<file path="config.mk">
export PLATFORM = sky130hd
export DESIGN_NAME = sysbus_line_fetcher
export DESIGN_NICKNAME = d
export VERILOG_FILES = /design/src/rtl/sysbus_pkg.sv /design/src/rtl/beat_assembler.sv /design/src/rtl/sysbus_line_fetcher.sv
export SDC_FILE = /design/constraint.sdc
export NUM_CORES = 1
export LEC_CHECK = 0
export BUFFER_PORTS_ARGS = -buffer_cell sky130_fd_sc_hd__buf_2
export CAP_MARGIN = 20
export CELL_PAD_IN_SITES_DETAIL_PLACEMENT = 1
export CELL_PAD_IN_SITES_GLOBAL_PLACEMENT = 1
export CORE_MARGIN = 2
export CORE_UTILIZATION = 25
export CTS_CLUSTER_DIAMETER = 40
export DETAILED_ROUTE_END_ITERATION = 12
export GPL_TIMING_DRIVEN = 0
export PLACE_DENSITY = 0.61
export SYNTH_ARGS = -nofsm -noshare
export SYNTH_HDL_FRONTEND = slang
export SYNTH_SLANG_ARGS = --single-unit
</file>
<file path="constraint.sdc">
create_clock -name clk -period 2.1 [get_ports clk]
set_clock_uncertainty 0.15 [all_clocks]
set_input_delay 0.105 -clock clk [delete_from_list [all_inputs] [get_ports clk]]
set_output_delay 0.105 -clock clk [all_outputs]
set_load 0.02 [all_outputs]
</file>
<file path="src/rtl/sysbus_pkg.sv">
// Shared Sysbus definitions for the line fetcher: fetch states, tag layout
// and the transaction-type codes carried in the request tag.
package sysbus_pkg;

  typedef enum logic [2:0] {
    IDLE,
    REQ,
    RESP,
    DRAIN,
    DONE
  } fetch_state_t;

  // Tag layout is {rw, target, id}; only the id field is matched on responses.
  localparam int TAG_ID_WIDTH     = 8;
  localparam int TAG_TARGET_WIDTH = 4;

  localparam logic                        SYSBUS_READ   = 1'b1;
  localparam logic [TAG_TARGET_WIDTH-1:0] SYSBUS_MEMORY = 4'b0001;

  function automatic logic [TAG_ID_WIDTH+TAG_TARGET_WIDTH:0] make_tag(
    input logic                        rw,
    input logic [TAG_TARGET_WIDTH-1:0] target,
    input logic [TAG_ID_WIDTH-1:0]     id
  );
    return {rw, target, id};
  endfunction

endpackage

</file>
<file path="src/rtl/beat_assembler.sv">
// Beat counter plus line buffer: each stored beat lands in the slot selected
// by the current count, so beat k ends up at bits [k*BUS_DATA_WIDTH +: BUS_DATA_WIDTH].
module beat_assembler #(
  parameter int BUS_DATA_WIDTH = 64,
  parameter int BEATS          = 8,
  parameter int LINE_BITS      = BUS_DATA_WIDTH * BEATS,
  parameter int COUNT_WIDTH    = $clog2(BEATS) + 1
) (
  input  logic                      clk,
  input  logic                      reset,
  input  logic                      clear,
  input  logic                      take,
  input  logic                      store,
  input  logic [BUS_DATA_WIDTH-1:0] beat,
  output logic [COUNT_WIDTH-1:0]    count,
  output logic [LINE_BITS-1:0]      line
);

  // Counting and storing are separate so that drained beats advance the count
  // without overwriting the buffer.
  always_ff @(posedge clk) begin
    if (reset) begin
      count <= '0;
      line  <= '0;
    end else begin
      if (clear) begin
        count <= '0;
      end else if (take) begin
        count <= count + COUNT_WIDTH'(1);
      end
      if (store) begin
        for (int k = 0; k < BEATS; k++) begin
          if (count == COUNT_WIDTH'(k)) begin
            line[k*BUS_DATA_WIDTH +: BUS_DATA_WIDTH] <= beat;
          end
        end
      end
    end
  end

endmodule

</file>
<file path="src/rtl/sysbus_line_fetcher.sv">
// Sysbus read-line engine: issues one READ/MEMORY request per accepted line
// address, assembles BEATS response beats and returns the line on a valid/ready port.
module sysbus_line_fetcher
  import sysbus_pkg::*;
#(
  parameter int          BUS_DATA_WIDTH = 64,
  parameter int          BUS_TAG_WIDTH  = 13,
  parameter int          BEATS          = 8,
  parameter logic [7:0]  TAG_ID         = 8'h00,
  parameter int          LINE_BITS      = BUS_DATA_WIDTH * BEATS
) (
  input  logic                      clk,
  input  logic                      reset,
  input  logic                      req_valid,
  output logic                      req_ready,
  input  logic [63:0]               req_addr,
  input  logic                      flush,
  output logic                      line_valid,
  input  logic                      line_ready,
  output logic [LINE_BITS-1:0]      line_data,
  output logic [63:0]               line_addr,
  output logic                      bus_reqcyc,
  input  logic                      bus_reqack,
  output logic [BUS_DATA_WIDTH-1:0] bus_req,
  output logic [BUS_TAG_WIDTH-1:0]  bus_reqtag,
  input  logic                      bus_respcyc,
  output logic                      bus_respack,
  input  logic [BUS_DATA_WIDTH-1:0] bus_resp,
  input  logic [BUS_TAG_WIDTH-1:0]  bus_resptag
);

  localparam int COUNT_WIDTH = $clog2(BEATS) + 1;
  localparam int OFFSET_BITS = $clog2(BEATS * BUS_DATA_WIDTH / 8);
  localparam logic [63:0] ALIGN_MASK = ~((64'd1 << OFFSET_BITS) - 64'd1);
  localparam logic [BUS_TAG_WIDTH-1:0] REQ_TAG =
    BUS_TAG_WIDTH'(make_tag(SYSBUS_READ, SYSBUS_MEMORY, TAG_ID));

  fetch_state_t state, next_state;
  logic [COUNT_WIDTH-1:0] count;
  logic flushed;
  logic taken;
  logic last;
  logic accept;
  logic asm_clear, asm_take, asm_store;
  logic unused_resptag;

  assign taken  = bus_respcyc && (bus_resptag[TAG_ID_WIDTH-1:0] == TAG_ID);
  assign last   = (count == COUNT_WIDTH'(BEATS - 1));
  assign accept = (state == IDLE) && req_valid && !flush;
  assign unused_resptag = ^bus_resptag[BUS_TAG_WIDTH-1:TAG_ID_WIDTH];

  always_ff @(posedge clk) begin
    if (reset) begin
      state <= IDLE;
    end else begin
      state <= next_state;
    end
  end

  // A flush seen while the request is still un-acked must survive until the
  // ack, because the bus will still return a full set of beats.
  always_ff @(posedge clk) begin
    if (reset) begin
      line_addr <= '0;
      flushed   <= 1'b0;
    end else if (accept) begin
      line_addr <= req_addr & ALIGN_MASK;
      flushed   <= 1'b0;
    end else if (state == REQ && flush) begin
      flushed   <= 1'b1;
    end
  end

  always_comb begin
    next_state = state;
    case (state)
      IDLE:  if (accept) next_state = REQ;
      REQ:   if (bus_reqack) next_state = (flushed || flush) ? DRAIN : RESP;
      RESP: begin
        if (taken && last)  next_state = flush ? IDLE : DONE;
        else if (flush)     next_state = DRAIN;
      end
      DRAIN: if (taken && last) next_state = IDLE;
      DONE:  if (flush || line_ready) next_state = IDLE;
      default: next_state = IDLE;
    endcase
  end

  always_comb begin
    req_ready   = 1'b0;
    line_valid  = 1'b0;
    bus_reqcyc  = 1'b0;
    bus_req     = '0;
    bus_reqtag  = '0;
    bus_respack = 1'b0;
    asm_clear   = 1'b0;
    asm_take    = 1'b0;
    asm_store   = 1'b0;
    case (state)
      IDLE: begin
        req_ready = 1'b1;
        asm_clear = 1'b1;
      end
      REQ: begin
        bus_reqcyc = 1'b1;
        bus_req    = BUS_DATA_WIDTH'(line_addr);
        bus_reqtag = REQ_TAG;
      end
      RESP: begin
        bus_respack = taken;
        asm_take    = taken;
        asm_store   = taken && !flush;
      end
      DRAIN: begin
        bus_respack = taken;
        asm_take    = taken;
      end
      DONE: line_valid = 1'b1;
      default: ;
    endcase
  end

  beat_assembler #(
    .BUS_DATA_WIDTH (BUS_DATA_WIDTH),
    .BEATS          (BEATS),
    .LINE_BITS      (LINE_BITS),
    .COUNT_WIDTH    (COUNT_WIDTH)
  ) u_assembler (
    .clk   (clk),
    .reset (reset),
    .clear (asm_clear),
    .take  (asm_take),
    .store (asm_store),
    .beat  (bus_resp),
    .count (count),
    .line  (line_data)
  );

endmodule
</file>
* Word-level counts from Yosys, hierarchy flattened
Index checks and enable logic that the tools add are counted.
** Cells by class
- Add/sub/neg operators :: 1
- Muxes and demuxes :: 16
- Equality and inequality tests :: 16
- Reduce and logical (&&, ||, !) cells :: 24
** Operator list (number)
- 2-to-1 mux 64 bit :: 1
- 2-to-1 mux 3 bit :: 7
- == test 4 x 3 -> 1 bit (second input constant) :: 4
- AND reduction 2 bit :: 8
- one-hot mux 3 bit (5 select lines) :: 1
- 2-to-1 mux 13 bit :: 1
- == test 4 x 2 -> 1 bit (second input constant) :: 2
- logical NOT 8 bit :: 1
- inequality test 2 bit (second input constant) :: 4
- == test 3 x 2 -> 1 bit (second input constant) :: 2
- logical AND 1 bit :: 6
- 2-to-1 mux 1 bit :: 6
- OR reduction 2 bit :: 3
- AND reduction 5 bit :: 1
- adder 4 x 1 -> 4 bit (second input constant) :: 1
- == test 4 x 1 -> 1 bit (second input constant) :: 1
- logical NOT 4 bit :: 1
- == test 3 x 1 -> 1 bit (second input constant) :: 1
- == test 3 bit (second input constant) :: 1
- logical NOT 3 bit :: 1
- inequality test 3 bit (second input constant) :: 1
- logical OR 1 bit :: 2
- logical NOT 1 bit :: 1
** Word-level totals
- Logic and storage cells :: 69
- Output and inout port bits :: 657
- Input port bits :: 148
- Bits in registers :: 578

* Depth between registers and ports, before layout
- Depth in word-level cells :: 5
- Gate-level depth with buffers :: 7

* Hierarchy
From an unflattened synthesis, not the netlist that was laid out.
** Unflattened totals
- Cell total of the unflattened synthesis :: 2207
- Area, all modules :: 23308.6 um^2
** By module, submodules not included
- beat_assembler :: cells each 1821, area each 20429.6 um^2, times used 1
- sysbus_line_fetcher :: cells each 386, area each 2879.0 um^2, times used 1

* Worst setup path before layout
OpenSTA, ideal clock, no wires.
- Path kind :: flip-flop to output port
- Start :: register state[0]
- End :: output bus_req[54]
- Arrival :: 1.636 ns
- Required time :: 1.845 ns
- Stages on the path, launching flop included :: 5
- Setup slack :: 0.209 ns
- Path through :: dfxtp_1 -> buf_2 -> nor3b_2 -> clkbuf_1 -> and2_1
** On the way
- Longest elaborated chain between the ends :: 2
** Ends and longest elaborated chain
- start: declaration :: line sysbus_line_fetcher.sv:38 : fetch_state_t state, next_state;
- start signal: assignment :: line sysbus_line_fetcher.sv:56 : state <= next_state;
- == test 3 x 1 -> 1 bit :: line sysbus_line_fetcher.sv:99 : case (state)
- 2-to-1 mux 64 bit :: line sysbus_line_fetcher.sv:99
- end: declaration :: line sysbus_line_fetcher.sv:24 : output logic [BUS_DATA_WIDTH-1:0] bus_req,
No other way between the ends.

* Worst setup path after layout
- Start :: register state[2]
- End :: output bus_req[60]
Same word-level chain as after synthesis.

==> summary.md <==
| Metric | Value |
|---|---|
| Outcome | finished with violations |
| Failing checks | setup timing |
| Uppermost routed layer | met4 |
| CORE AREA | 93200 um^2 |
| Total track usage | 21.2% |
| Worst Path Arrival | 2.21 ns |
| Cell-internal power | 23900 uW |
| Final setup fails | 330 |
| Max_slew headroom | 24.9% |
| Area contributors post-synth | dfxtp_1, mux2i_1, nand2b_1 |
| Synth Instances | 2227 |
| Switching power | 7560 uW |
| Area share of the largest cell type after synthesis | 49.3% |
| Comb pwr share | 6.6% |
| Post-DP HPWL | 76.3 mm |
| Yosys reg bits | 578 |
| Fin nets | 3522 |
| Pwr Density | 839 nW/um^2 |
| VDD IR max | 0.000580 V |
| Final ANT Viol Nets | 0 |
| Vias per std cell | 4.39 |
| Largest net degree at the start of global routing | 16 |
| Lkg Pwr | 0.0193 uW |
| Die area | 96300 um^2 |
| I/O pin total | 805 |
| Largest area contributor in the netlist | dfxtp_1 |
| First-pass GRT wire length | 149 mm |
| Crit. End Element | output pin |
| Fin crit share | 117% |
| Synth unique cells | 41 |
| Synthesis Warnings | 0 |
| First-pass detailed-route iteration total | 5 |
| Row cnt | 112 |
| R2R setup slack | -0.24 ns |
| Max cap viols | 0 |
| CTS max path bufs | 3 |
| Sequential power share | 35.4% |
| Vias in the first global route | 21099 |
| CP startpoint kind | flop |
| Share of cells above drive strength 1 | 36.5% |
| Net Sw Frac | 24.1% |
| Min cycle time layout | 2.47 ns |
| Fmax | 406 MHz |
| Initial antenna violation count | 4 |
| Slew Limit Fails | 0 |
| Clock Pin Slew Worst Setup and Hold Paths | 0.05 ns |
| Worst Tran Pin Value | 1.13 ns |
| CTS buffer count | 106 |
| Wire length on met3 | 7.37 mm |
| CTS tree | done |
| Number of remaining DRC errors | 0 |
| Total gr overflow | 0 |
| Syn Area/Cell | 10.5 um^2 |
| Clock Power Share | 58.0% |
| Die Y-Extent | 310 um |
| Total power | 31400 uW |
| Port Buffer Count | 768 |
| Final Hold Fails | 0 |
| Setup tns final | -29.21 ns |
| Cell Area, Placed | 29000 um^2 |
| Crit path required time | 1.85 ns |
| Total Routed Length | 113 mm |
| # clock sinks | 578 |
| Met1 wire length | 47.9 mm |
| H-Tree Depth | 3 |
| RSZ-0062 raised after global routing | yes |
| GP Congestion | 0.867 |
| DR WL/cell | 23.9 um |
| Synthesized area | 23500 um^2 |
| Crit Path Max Fanout | 6 |
| Register area share after synthesis | 49.3% |
| Synth-to-layout area growth | 59.8% |
| DRT iter0 DRCs | 1045 |
| Met2 wire len | 54.0 mm |
| Final Worst Setup Slack | -0.365 ns |
| Skew-Pair Late Insertion Delay | 0.67 ns |
| Starting density of the core | 25.2% |
| Total number of vias | 20736 |
| Root buf cell | clkbuf_16 |
| Die Span X | 310 um |
| Critical path type | reg -> out |
| HP Class | in -> reg |
| Finished Cell Area | 37500 um^2 |
==> timing repair <==
| item | 4_1_cts | 5_1_grt |
|---|---|---|
| pin swaps | 12 | 5 |
| hold endpoints to repair | 561 | 4 |
| hold buffers | 133 | 3 |
| buffers inserted | 23 | 40 |
| endpoints found under the setup margin | 476 | 518 |
| gates cloned | 7 | 43 |
| gates resized for setup | 258 | 183 |
==> path summary, 6_finish.rpt <==
path,from,cells past startpoint,end
max,state[2],7,bus_req[60]
min,bus_resptag[2],5,u_assembler.line[447]
max reg2reg,state[1],6,line_addr[47]
min reg2reg,u_assembler.line[6],2,u_assembler.line[6]
==> synth_stat cells (all sizes together) <==
master     n
and3       1
or4        2
and2      58
nand4     11
nor3       3
nand3b     2
dfxtp    578
ha         4
nand2      1
buf      163
clkbuf    93
and4       2
nor2       3
o31ai      2
mux2i    514
or4b       3
nand4bb    1
nand3     60
a21oi     61
a211oi     3
nor4bb     5
o21ai     59
nor4b      6
conb       1
or3        2
nor4       3
inv        4
nor3b      1
nand2b   577
o22ai      1
or3b       3
==> routing by layer <==
metal / up-vias / global-route usage [%]
li1: 9677 / -
met1: 10246 / 25.8
met2: 638 / 35.6
met3: 175 / 6.24
met4: 0 / 7.03
met5: - / 0
==> logic make-up (layout without fill, tap and decap cells) <==
kind of cell	after synthesis	after routing	share of synthesized area, %
mux	514	514	21.9
compound gates	126	126	2.75
fa+ha+maj	4	4	0.213
other cells	1	25	0.0160
simple gates	744	744	19.9
buf+inv	260	1474	5.83
flops	578	578	49.3
==> state kept, by name, summed over array words and instances (netlist names) <==
name	flops
line_addr	58
flushed	1
state	3
u_assembler.line	512
u_assembler.count	4
==> worst max-delay path, stage by stage, from the launching register on <==
cell and delay [ns]:
dfxtp_2 0.32, buf_6 0.13, buf_12 0.12, nor3b_4 0.31, buf_6 0.24, clkbuf_16 0.17
and2_4 0.14, buf_6 0.11
==> cell type report <==
| type | count | area, um^2 |
|---|---|---|
| diodes | 2 | 5.00 |
| plain buffers | 253 | 2070 |
| clock buffers | 136 | 2950 |
| clock inverters | 65 | 886 |
| fillers | 10460 | 55700 |
| inverters | 4 | 17.5 |
| multi-input cells | 1411 | 10900 |
| flip-flops and latches | 578 | 11600 |
| well taps | 1254 | 1570 |
| repair buffers | 1016 | 7560 |
==> power by group through the flow <==
stage               Combinational, uW  Clock [uW]  Sequential (uW)
floorplan                         816           0            11400
finish                           2080       18200            11100
detailed placement               1610           0            11300
global route                     2200       19100            11100
global placement                 1590           0            11300
CTS                              2020       18500            11100
==> cell usage in the layout (no fill, tap or decap), types with 16 or more instances in the layout <==
cell type,count
dlygate4sd3_1,135
mux2i_1,511
buf_2,716
and2_4,58
buf_12,69
clkinv_2,21
o21ai_0,57
clkbuf_8,20
buf_1,64
dfxtp_1,576
buf_6,81
clkbuf_16,151
nand2b_1,577
conb_1,23
bufinv_16,16
a21oi_1,61
buf_4,58
nand3_1,60
clkbuf_1,92
==> metrics by stage <==
step           setup WS (ns)  utilization, %  hold WS [ns]  cells
3_3_place_gp           -1.02            31.1         0.212   4271
6_report              -0.365            40.2       0.00568   4719
2_1_floorplan          0.209               -        0.0937   2249
4_1_cts               -0.328            37.9        -0.203   4636
5_1_grt               -0.468            40.2       -0.0186   4717
3_5_place_dp          -0.932            31.1         0.213   4273
(Power assumes the default switching activity.)
